<file path="src/rtl/hdr_ddr_cmd_scheduler_if.sv">
// Host-side bundle for hdr_ddr_cmd_scheduler: descriptor push handshake and response handshake.
// Signal names are kept from the scheduler's point of view (i_ = into the scheduler).
interface hdr_ddr_cmd_scheduler_if;
  logic        i_cmd_valid;
  logic        o_cmd_ready;
  logic [31:0] i_cmd_desc;
  logic        o_resp_valid;
  logic        i_resp_ready;
  logic [15:0] o_resp_data;

  modport master (
    output i_cmd_valid,
    output i_cmd_desc,
    output i_resp_ready,
    input  o_cmd_ready,
    input  o_resp_valid,
    input  o_resp_data
  );

  modport slave (
    input  i_cmd_valid,
    input  i_cmd_desc,
    input  i_resp_ready,
    output o_cmd_ready,
    output o_resp_valid,
    output o_resp_data
  );
endinterface

</file>
<file path="src/rtl/hdr_ddr_cmd_scheduler.sv">
// Command FIFO plus one-at-a-time issue FSM in front of the HDR-DDR engine, with retry, back-off and timeout.
// Optional macro HDR_SCHED_FLUSH_EN adds i_flush, which empties the FIFO without touching the in-flight command.
module hdr_ddr_cmd_scheduler #(
  parameter int CMDQ_DEPTH     = 4,
  parameter int MAX_RETRY      = 2,
  parameter int TIMEOUT_CYCLES = 4096,
  parameter int BACKOFF_CYCLES = 8
) (
  input  logic                   i_sys_clk,
  input  logic                   i_sys_rst,
`ifdef HDR_SCHED_FLUSH_EN
  input  logic                   i_flush,
`endif
  hdr_ddr_cmd_scheduler_if.slave io_host,
  output logic                   o_engine_en,
  output logic [4:0]             o_regf_dev_index,
  output logic                   o_regf_wr_rd_bit,
  output logic                   o_regf_toc,
  output logic                   o_regf_short_read,
  output logic                   o_regf_wroc,
  output logic                   o_regf_cmd_attr,
  output logic [2:0]             o_regf_dtt,
  output logic [15:0]            o_regf_DATA_LEN,
  input  logic                   i_engine_done,
  input  logic                   i_regf_abort,
  input  logic [3:0]             i_regf_error_type,
  output logic                   o_busy
);

  localparam int PTR_W = (CMDQ_DEPTH > 1) ? $clog2(CMDQ_DEPTH) : 1;
  localparam int CNT_W = PTR_W + 1;
  localparam int TMO_W = $clog2(TIMEOUT_CYCLES + 1) + 1;
  localparam int BO_W  = $clog2(BACKOFF_CYCLES + 1) + 1;

  localparam logic [CNT_W-1:0] FIFO_FULL  = CNT_W'(CMDQ_DEPTH);
  localparam logic [TMO_W-1:0] TMO_LAST   = TMO_W'(TIMEOUT_CYCLES - 1);
  localparam logic [BO_W-1:0]  BO_LAST    = BO_W'(BACKOFF_CYCLES - 1);
  localparam logic [1:0]       RETRY_MAX  = 2'(MAX_RETRY);
  localparam logic [3:0]       ERR_FATAL  = 4'hF;
  localparam logic [3:0]       ERR_TMO    = 4'hE;

  localparam logic [2:0] S_IDLE    = 3'd0;
  localparam logic [2:0] S_LOAD    = 3'd1;
  localparam logic [2:0] S_RUN     = 3'd2;
  localparam logic [2:0] S_BACKOFF = 3'd3;
  localparam logic [2:0] S_RESP    = 3'd4;

  // Command FIFO
  logic [31:0]      r_mem [CMDQ_DEPTH];
  logic [PTR_W-1:0] r_wr_ptr;
  logic [PTR_W-1:0] r_rd_ptr;
  logic [CNT_W-1:0] r_count;
  logic [CNT_W-1:0] w_count_next;
  logic             r_cmd_ready;
  logic             w_push;
  logic             w_pop;
  logic             w_flush;

  // Issue FSM
  logic [2:0]       r_state;
  logic [31:0]      r_cur_desc;
  logic             r_engine_en;
  logic [TMO_W-1:0] r_tmo;
  logic [BO_W-1:0]  r_bo;
  logic [1:0]       r_retries;
  logic             r_resp_valid;
  logic [3:0]       r_resp_err;
  logic             r_resp_aborted;
  logic             r_resp_timeout;

`ifdef HDR_SCHED_FLUSH_EN
  assign w_flush = i_flush;
`else
  assign w_flush = 1'b0;
`endif

  assign w_push = io_host.i_cmd_valid & r_cmd_ready & ~w_flush;
  assign w_pop  = (r_state == S_IDLE) && (r_count != '0);

  always_comb begin
    w_count_next = r_count;
    if (w_flush) begin
      w_count_next = '0;
    end else begin
      w_count_next = r_count + CNT_W'(w_push) - CNT_W'(w_pop);
    end
  end

  always_ff @(posedge i_sys_clk) begin
    if (w_push) begin
      r_mem[r_wr_ptr] <= io_host.i_cmd_desc;
    end
  end

  // Ready is registered from the next occupancy, so it is exactly !full in every cycle.
  always_ff @(posedge i_sys_clk) begin
    if (i_sys_rst) begin
      r_wr_ptr    <= '0;
      r_rd_ptr    <= '0;
      r_count     <= '0;
      r_cmd_ready <= 1'b0;
    end else begin
      r_count     <= w_count_next;
      r_cmd_ready <= (w_count_next != FIFO_FULL);
      if (w_flush) begin
        r_rd_ptr <= r_wr_ptr;
      end else begin
        if (w_push) begin
          r_wr_ptr <= r_wr_ptr + 1'b1;
        end
        if (w_pop) begin
          r_rd_ptr <= r_rd_ptr + 1'b1;
        end
      end
    end
  end

  always_ff @(posedge i_sys_clk) begin
    if (i_sys_rst) begin
      r_state        <= S_IDLE;
      r_cur_desc     <= '0;
      r_engine_en    <= 1'b0;
      r_tmo          <= '0;
      r_bo           <= '0;
      r_retries      <= '0;
      r_resp_valid   <= 1'b0;
      r_resp_err     <= '0;
      r_resp_aborted <= 1'b0;
      r_resp_timeout <= 1'b0;
    end else begin
      case (r_state)
        S_IDLE: begin
          if (w_pop) begin
            r_cur_desc <= r_mem[r_rd_ptr];
            r_retries  <= '0;
            r_state    <= S_LOAD;
          end
        end

        S_LOAD: begin
          r_tmo       <= '0;
          r_engine_en <= 1'b1;
          r_state     <= S_RUN;
        end

        S_RUN: begin
          if (i_engine_done) begin
            r_engine_en    <= 1'b0;
            r_resp_err     <= '0;
            r_resp_aborted <= 1'b0;
            r_resp_timeout <= 1'b0;
            r_resp_valid   <= 1'b1;
            r_state        <= S_RESP;
          end else if (i_regf_abort && (i_regf_error_type != ERR_FATAL) && (r_retries < RETRY_MAX)) begin
            r_engine_en <= 1'b0;
            r_retries   <= r_retries + 1'b1;
            r_bo        <= BO_W'(1);
            r_state     <= S_BACKOFF;
          end else if (i_regf_abort) begin
            r_engine_en    <= 1'b0;
            r_resp_err     <= i_regf_error_type;
            r_resp_aborted <= 1'b1;
            r_resp_timeout <= 1'b0;
            r_resp_valid   <= 1'b1;
            r_state        <= S_RESP;
          end else if (r_tmo == TMO_LAST) begin
            r_engine_en    <= 1'b0;
            r_resp_err     <= ERR_TMO;
            r_resp_aborted <= 1'b0;
            r_resp_timeout <= 1'b1;
            r_resp_valid   <= 1'b1;
            r_state        <= S_RESP;
          end else begin
            r_tmo <= r_tmo + 1'b1;
          end
        end

        // The LOAD cycle is the last idle cycle of the gap, so BACKOFF itself lasts BACKOFF_CYCLES-1.
        S_BACKOFF: begin
          if (r_bo >= BO_LAST) begin
            r_state <= S_LOAD;
          end else begin
            r_bo <= r_bo + 1'b1;
          end
        end

        S_RESP: begin
          if (io_host.i_resp_ready) begin
            r_resp_valid <= 1'b0;
            r_state      <= S_IDLE;
          end
        end

        default: begin
          r_engine_en  <= 1'b0;
          r_resp_valid <= 1'b0;
          r_state      <= S_IDLE;
        end
      endcase
    end
  end

  assign io_host.o_cmd_ready  = r_cmd_ready;
  assign io_host.o_resp_valid = r_resp_valid;
  assign io_host.o_resp_data  = {r_cur_desc[4:0], r_retries, r_resp_timeout,
                                 r_resp_aborted, r_resp_err, r_cur_desc[31:29]};

  assign o_engine_en       = r_engine_en;
  assign o_regf_dev_index  = r_cur_desc[4:0];
  assign o_regf_wr_rd_bit  = r_cur_desc[5];
  assign o_regf_toc        = r_cur_desc[6];
  assign o_regf_short_read = r_cur_desc[7];
  assign o_regf_wroc       = r_cur_desc[8];
  assign o_regf_cmd_attr   = r_cur_desc[9];
  assign o_regf_dtt        = r_cur_desc[12:10];
  assign o_regf_DATA_LEN   = r_cur_desc[28:13];

  assign o_busy = (r_count != '0) || (r_state != S_IDLE);

endmodule

</file>
<file path="src/flat_wrapper.sv">
// flat-port wrapper written by rule: the top's interface ports become plain ports
module hdr_ddr_cmd_scheduler_flat 
#(
  parameter int CMDQ_DEPTH     = 4,
  parameter int MAX_RETRY      = 2,
  parameter int TIMEOUT_CYCLES = 4096,
  parameter int BACKOFF_CYCLES = 8
)
  (i_sys_clk, i_sys_rst, o_engine_en, o_regf_dev_index, o_regf_wr_rd_bit, o_regf_toc, o_regf_short_read, o_regf_wroc, o_regf_cmd_attr, o_regf_dtt, o_regf_DATA_LEN, i_engine_done, i_regf_abort, i_regf_error_type, o_busy, io_host_i_cmd_valid, io_host_i_cmd_desc, io_host_i_resp_ready, io_host_o_cmd_ready, io_host_o_resp_valid, io_host_o_resp_data);
  hdr_ddr_cmd_scheduler_if io_host_i ();
  input  logic i_sys_clk;
  input  logic i_sys_rst;
  output logic o_engine_en;
  output logic [4:0] o_regf_dev_index;
  output logic o_regf_wr_rd_bit;
  output logic o_regf_toc;
  output logic o_regf_short_read;
  output logic o_regf_wroc;
  output logic o_regf_cmd_attr;
  output logic [2:0] o_regf_dtt;
  output logic [15:0] o_regf_DATA_LEN;
  input  logic i_engine_done;
  input  logic i_regf_abort;
  input  logic [3:0] i_regf_error_type;
  output logic o_busy;
  input wire logic [$bits(io_host_i.i_cmd_valid)-1:0] io_host_i_cmd_valid;
  input wire logic [$bits(io_host_i.i_cmd_desc)-1:0] io_host_i_cmd_desc;
  input wire logic [$bits(io_host_i.i_resp_ready)-1:0] io_host_i_resp_ready;
  output wire logic [$bits(io_host_i.o_cmd_ready)-1:0] io_host_o_cmd_ready;
  output wire logic [$bits(io_host_i.o_resp_valid)-1:0] io_host_o_resp_valid;
  output wire logic [$bits(io_host_i.o_resp_data)-1:0] io_host_o_resp_data;
  assign io_host_i.i_cmd_valid = io_host_i_cmd_valid;
  assign io_host_i.i_cmd_desc = io_host_i_cmd_desc;
  assign io_host_i.i_resp_ready = io_host_i_resp_ready;
  assign io_host_o_cmd_ready = io_host_i.o_cmd_ready;
  assign io_host_o_resp_valid = io_host_i.o_resp_valid;
  assign io_host_o_resp_data = io_host_i.o_resp_data;
  hdr_ddr_cmd_scheduler #(.CMDQ_DEPTH(CMDQ_DEPTH), .MAX_RETRY(MAX_RETRY), .TIMEOUT_CYCLES(TIMEOUT_CYCLES), .BACKOFF_CYCLES(BACKOFF_CYCLES)) u_core (.i_sys_clk(i_sys_clk), .i_sys_rst(i_sys_rst), .io_host(io_host_i), .o_engine_en(o_engine_en), .o_regf_dev_index(o_regf_dev_index), .o_regf_wr_rd_bit(o_regf_wr_rd_bit), .o_regf_toc(o_regf_toc), .o_regf_short_read(o_regf_short_read), .o_regf_wroc(o_regf_wroc), .o_regf_cmd_attr(o_regf_cmd_attr), .o_regf_dtt(o_regf_dtt), .o_regf_DATA_LEN(o_regf_DATA_LEN), .i_engine_done(i_engine_done), .i_regf_abort(i_regf_abort), .i_regf_error_type(i_regf_error_type), .o_busy(o_busy));
endmodule
</file>
<file path="config.mk">
export PLATFORM = sky130hd
export DESIGN_NAME = hdr_ddr_cmd_scheduler_flat
export DESIGN_NICKNAME = d
export VERILOG_FILES = /design/src/rtl/hdr_ddr_cmd_scheduler_if.sv /design/src/rtl/hdr_ddr_cmd_scheduler.sv /design/src/flat_wrapper.sv
export SDC_FILE = /design/constraint.sdc
export NUM_CORES = 1
export LEC_CHECK = 0
export BUFFER_PORTS_ARGS = -buffer_cell sky130_fd_sc_hd__buf_2
export CAP_MARGIN = 25
export CORE_AREA = 2 2 127 129
export DETAILED_ROUTE_END_ITERATION = 10
export DIE_AREA = 0 0 129 131
export GPL_TIMING_DRIVEN = 0
export PLACE_DENSITY_LB_ADDON = 0.2
export REMOVE_ABC_BUFFERS = 1
export SLEW_MARGIN = 20
export SYNTH_ARGS = -nofsm -noshare
export SYNTH_HDL_FRONTEND = slang
export SYNTH_SLANG_ARGS = --single-unit
</file>
<file path="constraint.sdc">
create_clock -name i_sys_clk -period 2.6 [get_ports i_sys_clk]
set_clock_uncertainty 0.05 [all_clocks]
set_input_delay 0.52 -clock i_sys_clk [delete_from_list [all_inputs] [get_ports i_sys_clk]]
set_output_delay 0.52 -clock i_sys_clk [all_outputs]
set_load 0.01 [all_outputs]
</file>
# Word level (Yosys, flattened, before mapping)
# Memory sizes are Yosys's and may differ from the RTL's. A register that Yosys moved wholly into a read port is not among the register bits.
# Cells that the tools add are included.
[totals] register_bits=40 latch_bits=0 ram_bits=128 rom_bits=0 mem_count=1
[memory_table] name="u_core.r_mem" depth=4 width=32 read_ports=1 rd_clocked_by_memory_dff=1 wr=1 line="hdr_ddr_cmd_scheduler.sv:49" rtl="logic [31:0] r_mem [CMDQ_DEPTH];"
[op_classes] addsub=7 n_mul=0 n_div=0 order_cmp=2 n_eq_ne=20 shift=0 mux=44 n_bitwise=3 n_reduce_logical=21
[ops] op="$mux 14" n=4
[ops] op="$pmux 14 s2" n=1
[ops] op="$mux 3" n=7
[ops] op="$mux 1" n=17
[ops] op="$mux 4" n=4
[ops] op="$reduce_and 4->1" n=4
[ops] op="$mux 5" n=3
[ops] op="$pmux 3 s5" n=1
[ops] op="$add 14x1->14 const B" n=1
[ops] op="$eq 14x12->1 const B" n=1
[ops] op="$ne 2x2->1 const B" n=7
[ops] op="$pmux 5 s2" n=1
[ops] op="$reduce_bool 3->1" n=3
[ops] op="$add 2x1->2 const B" n=3
[ops] op="$eq 3x2->1 const B" n=2
[ops] op="$mux 2" n=3
[ops] op="$ne 2x1->1 const B" n=3
[ops] op="$ne 3x3->1 const B" n=2
[ops] op="$pmux 1 s3" n=2
[ops] op="$reduce_bool 2->1" n=3
[ops] op="$reduce_or 3->1" n=2
[ops] op="$add 5x1->5 const B" n=1
[ops] op="$ge 5x3->1 const B" n=1
[ops] op="$ne 5x3->1 const B" n=1
[ops] op="other kinds (16)" n=20

# Longest topological paths before layout
[logic_depth] word_depth=6 mapped_depth=13 mapped_depth_nobuf=11

# Worst setup path before layout
# Ideal clock, no wire load.
[synth_path] path_type="reg2reg" from="reg u_core.r_count[1]" to="reg u_core.r_cmd_ready (netlist: u_core.io_host.o_cmd_ready)" arrival_time_ps=2529 slack_ps=-112 stages_incl_launch_ff=13 path_buffers=1 period_less_slack_ps=2712 cell_sequence="dfxtp_1 > or3_1 > nand2_1 > clkinv_1 > buf_2 > ha_1 > inv_1 > ha_1 > inv_1 > fa_1 > xnor2_1 > xnor2_1 > a31oi_1"
[synth_between] elab_chain_cells=4
[synth_lines] element="from (decl)" line="hdr_ddr_cmd_scheduler.sv:52" rtl="logic [CNT_W-1:0] r_count;"
[synth_lines] element="from (signal assigned)" line="hdr_ddr_cmd_scheduler.sv:103" rtl="r_count <= w_count_next;"
[synth_lines] element="$reduce_bool 3->1" line="hdr_ddr_cmd_scheduler.sv:78" rtl="assign w_pop = (r_state == S_IDLE) && (r_count != '0);"
[synth_lines] element="$logic_and 1x1->1" line="hdr_ddr_cmd_scheduler.sv:78"
[synth_lines] element="named net u_core.w_pop" line="hdr_ddr_cmd_scheduler.sv:56" rtl="logic w_pop;"
[synth_lines] element="$sub 3x1->3" line="hdr_ddr_cmd_scheduler.sv:85" rtl="w_count_next = r_count + CNT_W'(w_push) - CNT_W'(w_pop);"
[synth_lines] element="$ne 3x3->1" line="hdr_ddr_cmd_scheduler.sv:104" rtl="r_cmd_ready <= (w_count_next != FIFO_FULL);"
[synth_lines] element="to (signal assigned)" line="hdr_ddr_cmd_scheduler.sv:104"
[synth_lines] element="to (decl)" line="hdr_ddr_cmd_scheduler.sv:54" rtl="logic r_cmd_ready;"
# The timed path passes the listed nets, and every way through them passes these cells.
# A chain may end at the register's enable or synchronous reset.

# Worst setup path in the final report
[layout_path] from="reg u_core.r_count[2]" to="reg u_core.r_cmd_ready (netlist: u_core.io_host.o_cmd_ready)"
[layout_between] elab_chain_cells=4
[layout_lines] element="branches (longest 2 deep; another with $add 3x1->3)"
[layout_lines] element="$sub 3x1->3 (*)" line="hdr_ddr_cmd_scheduler.sv:85"
[layout_lines] element="$ne 3x3->1 (*)" line="hdr_ddr_cmd_scheduler.sv:104"
# Every way passes the cells marked *.

==> metrics.txt <==
ys flop type edfxtp_1; FF+latch count, synth 200; via count between 5k and 6k; critical path peak fanout 4; Crit path max-delay family adder cells; Net Switching 3.08 mW; final setup vio count 0; nets about 710; combinational cell fraction of total power slightly below 30%; clock sink count 200; Worst-path clk slew 0.07 ns; initial antenna violation count 1; Placed Area about 0.0086 mm^2; final core area utilization 60.2%; sequential power share 43.0%; Synth warnings 0; Power Total around 9.8 mW; Leakage 3.29 nW; Die Wd ~130 um; WL final 16.8 mm; drt wl/cell roughly 19 um; max incr delay on CP ~0.4 ns; type of origin of the critical path flip-flop; RSZ-0062 raised after global routing true; Initial Util roughly half; Net Sw Frac 31.6%; Crit-path slowest cell or3_4; kind of critical path reg -> reg; H-tree depth 4; drt drc 0; fraction of registers with async set/reset 0%; vias in the first global route about 5.0k; syn avg cell area between 10 and 15 um^2; Power Dens Cells ~1000 mW/mm^2; cell area after layout between 0.009 and 0.01 mm^2; Power Internal about 6.7 mW; Crit. End Element flip-flop; DR pass1 iterations 5; die height between 100 and 150 um; CP arrival about 2.7 ns; Worst Tran Pin Value between 0.8 and 0.9 ns; HP Class in -> reg; max-slew violations 0; Clock Power Share between 20% and 30%; largest net degree at the start of global routing 70; CTS tree yes; DIE AREA 0.0169 mm^2; num rows 46; cell area after synthesis slightly below 0.008 mm^2; sequential share of the synthesized area 66.8%; Port-buffer cells 90; total grt overflow 0; Post-Syn Instances approximately 570; Worst VDD drop 0.885 mV; antenna-violating nets left 0; clk_lat worst skew ~0.42 ns; EDFF count, synth 128; root buf cell clkbuf_16; CTS Buf Count 17; total track usage 20.9%; WP buf/inv 4; GPL Wtd Cong approximately 0.83; global-route wire length before repair ~26 mm; hold-fix buffers at CTS 0; I/O Pins 91; Unique masters post-synth 60; Max clock buf depth 2; core footprint roughly 0.016 mm^2; Worst slew margin 44.7%; status completed; Tmin final around 2.5 ns; dpl hpwl 10.2 mm; Critical Path RT 2.82 ns; maxcap violations 0; vias per inst approximately 5.7; initial DRC count 270; Max Clock Freq approximately 400 MHz; Area growth syn-to-layout 18.7%; critical path cell sequence or3_4 > nand2_4 > buf_12 > clkinv_16 > ha_1 > inv_1 > ha_1 > inv_1 > fa_2 > xnor2_2 > xnor2_1 > a31oi_1; Tcrit/Tclk final a little over nine tenths; layout cells sized above 1 about 29%; Hold Fails Final Rpt 0
layout by cell type, fill, tap and decap left out, types with 6 or more instances in the layout:
master	Yosys	layout
a21oi_1	42	42
a221oi_1	6	6
buf_2	11	89
buf_4	8	8
clkbuf_16	0	17
dfxtp_1	72	68
edfxtp_1	128	128
ha_1	8	8
inv_1	17	17
mux4_2	32	32
nand2_1	86	85
nand3_1	11	11
nand4_1	7	7
nor2_1	19	19
nor3_1	10	9
o21ai_0	6	6
cell type report:
class	instances	area, um^2
inverters	18	93.8
multi-input cells	313	2410
clock inverters	13	171
diodes	1	2.50
well taps	216	270
flip-flops and latches	200	5290
repair buffers	105	693
repair inverters	1	16.3
clock buffers	19	433
fillers	1164	6210
cells by family after synthesis:
group	count (synthesis)	synth area share [%]
flops	200	66.8
simple gates	171	10.6
compound gates	93	7.85
buf+inv	55	3.16
mux	34	9.37
fa+ha+maj	9	1.52
xor+xnor	6	0.665
Yosys cell counts (2+ instances only):
master      n  area, um^2
a211oi_1    3        22.5
a21o_1      2        15.0
a21oi_1    42         210
a221oi_1    6        52.6
a311oi_1    4        35.0
a31oi_1     5        31.3
a41oi_1     2        17.5
and2_1      4        25.0
and3_1      7        43.8
and4_1      2        17.5
buf_2      11        55.1
buf_4       8        60.1
clkbuf_1   17        63.8
dfxtp_1    72        1440
edfxtp_1  128        3840
ha_1        8         100
inv_1      17        63.8
mux2i_1     2        20.0
mux4_2     32         721
nand2_1    86         323
nand2b_1    3        18.8
nand3_1    11        55.1
nand3b_1    2        15.0
nand4_1     7        43.8
nor2_1     19        71.3
nor2b_1     3        18.8
nor3_1     10        50.1
o21ai_0     6        30.0
o21bai_1    4        30.0
o221ai_1    3        26.3
o311ai_0    4        35.0
o31a_1      2        17.5
or3_1       3        18.8
or4_1       3        22.5
xnor2_1     5        43.8
worst reg2reg max path: cells and delay by family (launching register included):
kind | cells | cell delay (ns)
flip-flops | 1 | 0.33
adder cells (fa/ha/maj) | 3 | 0.76
AND/OR/NAND/NOR | 2 | 0.51
XOR/XNOR | 2 | 0.32
AO/OA/AOI/OAI | 1 | 0.11
buffers and inverters | 4 | 0.29
power by group through the flow:
stage	Combinational [mW]	Sequential, mW	Clock (mW)
floorplan	1.33	4.39	0
global placement	2.27	4.36	0
detailed placement	2.55	4.25	0
CTS	2.88	4.20	2.73
global route	3.17	4.26	2.86
finish	2.89	4.20	2.68
flip-flops by register name, indices dropped and copies added, names as in the netlist:
register,count
u_core.io_host.o_cmd_ready,1
u_core.r_mem,128
u_core.o_engine_en,1
u_core.r_rd_ptr,2
u_core.r_tmo,14
u_core.r_wr_ptr,2
u_core.io_host.o_resp_valid,1
u_core.r_count,3
u_core.r_resp_aborted,1
u_core.r_cur_desc,32
u_core.r_bo,5
u_core.r_resp_timeout,1
u_core.r_retries,2
u_core.r_resp_err,4
u_core.r_state,3
path summary, 6_finish.rpt:
kind	slack, ns	from	depth (start not counted)	end
setup / recovery	0.08	u_core.r_count[2]	12	u_core.io_host.o_cmd_ready
hold / removal	0.25	io_host_i_cmd_desc[29]	1	u_core.r_mem[2][29]
setup reg to reg	0.08	u_core.r_count[2]	12	u_core.io_host.o_cmd_ready
hold reg to reg	0.40	u_core.r_cur_desc[18]	2	u_core.r_cur_desc[18]
metal layers:
metal	up-vias	part of all wire [%]	GRT usage, %
li1	2320	-	-
met1	2532	42	26.2
met2	139	51	35.6
met3	24	5.2	5.17
met4	0	1.8	7.48
met5	-	0	0
stage by stage:
stage | worst slack (ns) | instances | setup TNS [ns] | hold WS, ns
finish | 0.0841 | 886 | 0 | 0.253
global route | -0.0260 | 885 | -0.0260 | 0.240
global placement | -3.00 | 837 | -67.83 | 0.391
detailed placement | -1.05 | 844 | -3.29 | 0.393
CTS | 0.00944 | 881 | 0 | 0.236
floorplan | -1.12 | 531 | -3.66 | 0.413
repair_timing:
action | in CTS | in global routing
endpoints found under the setup margin | 4 | 6
gates resized for setup | 8 | 3
pin swaps | 4 | 3
setup buffers | 3 | 4
cloned | 2 | 0
Note: power is estimated with default switching activity, not from simulation.
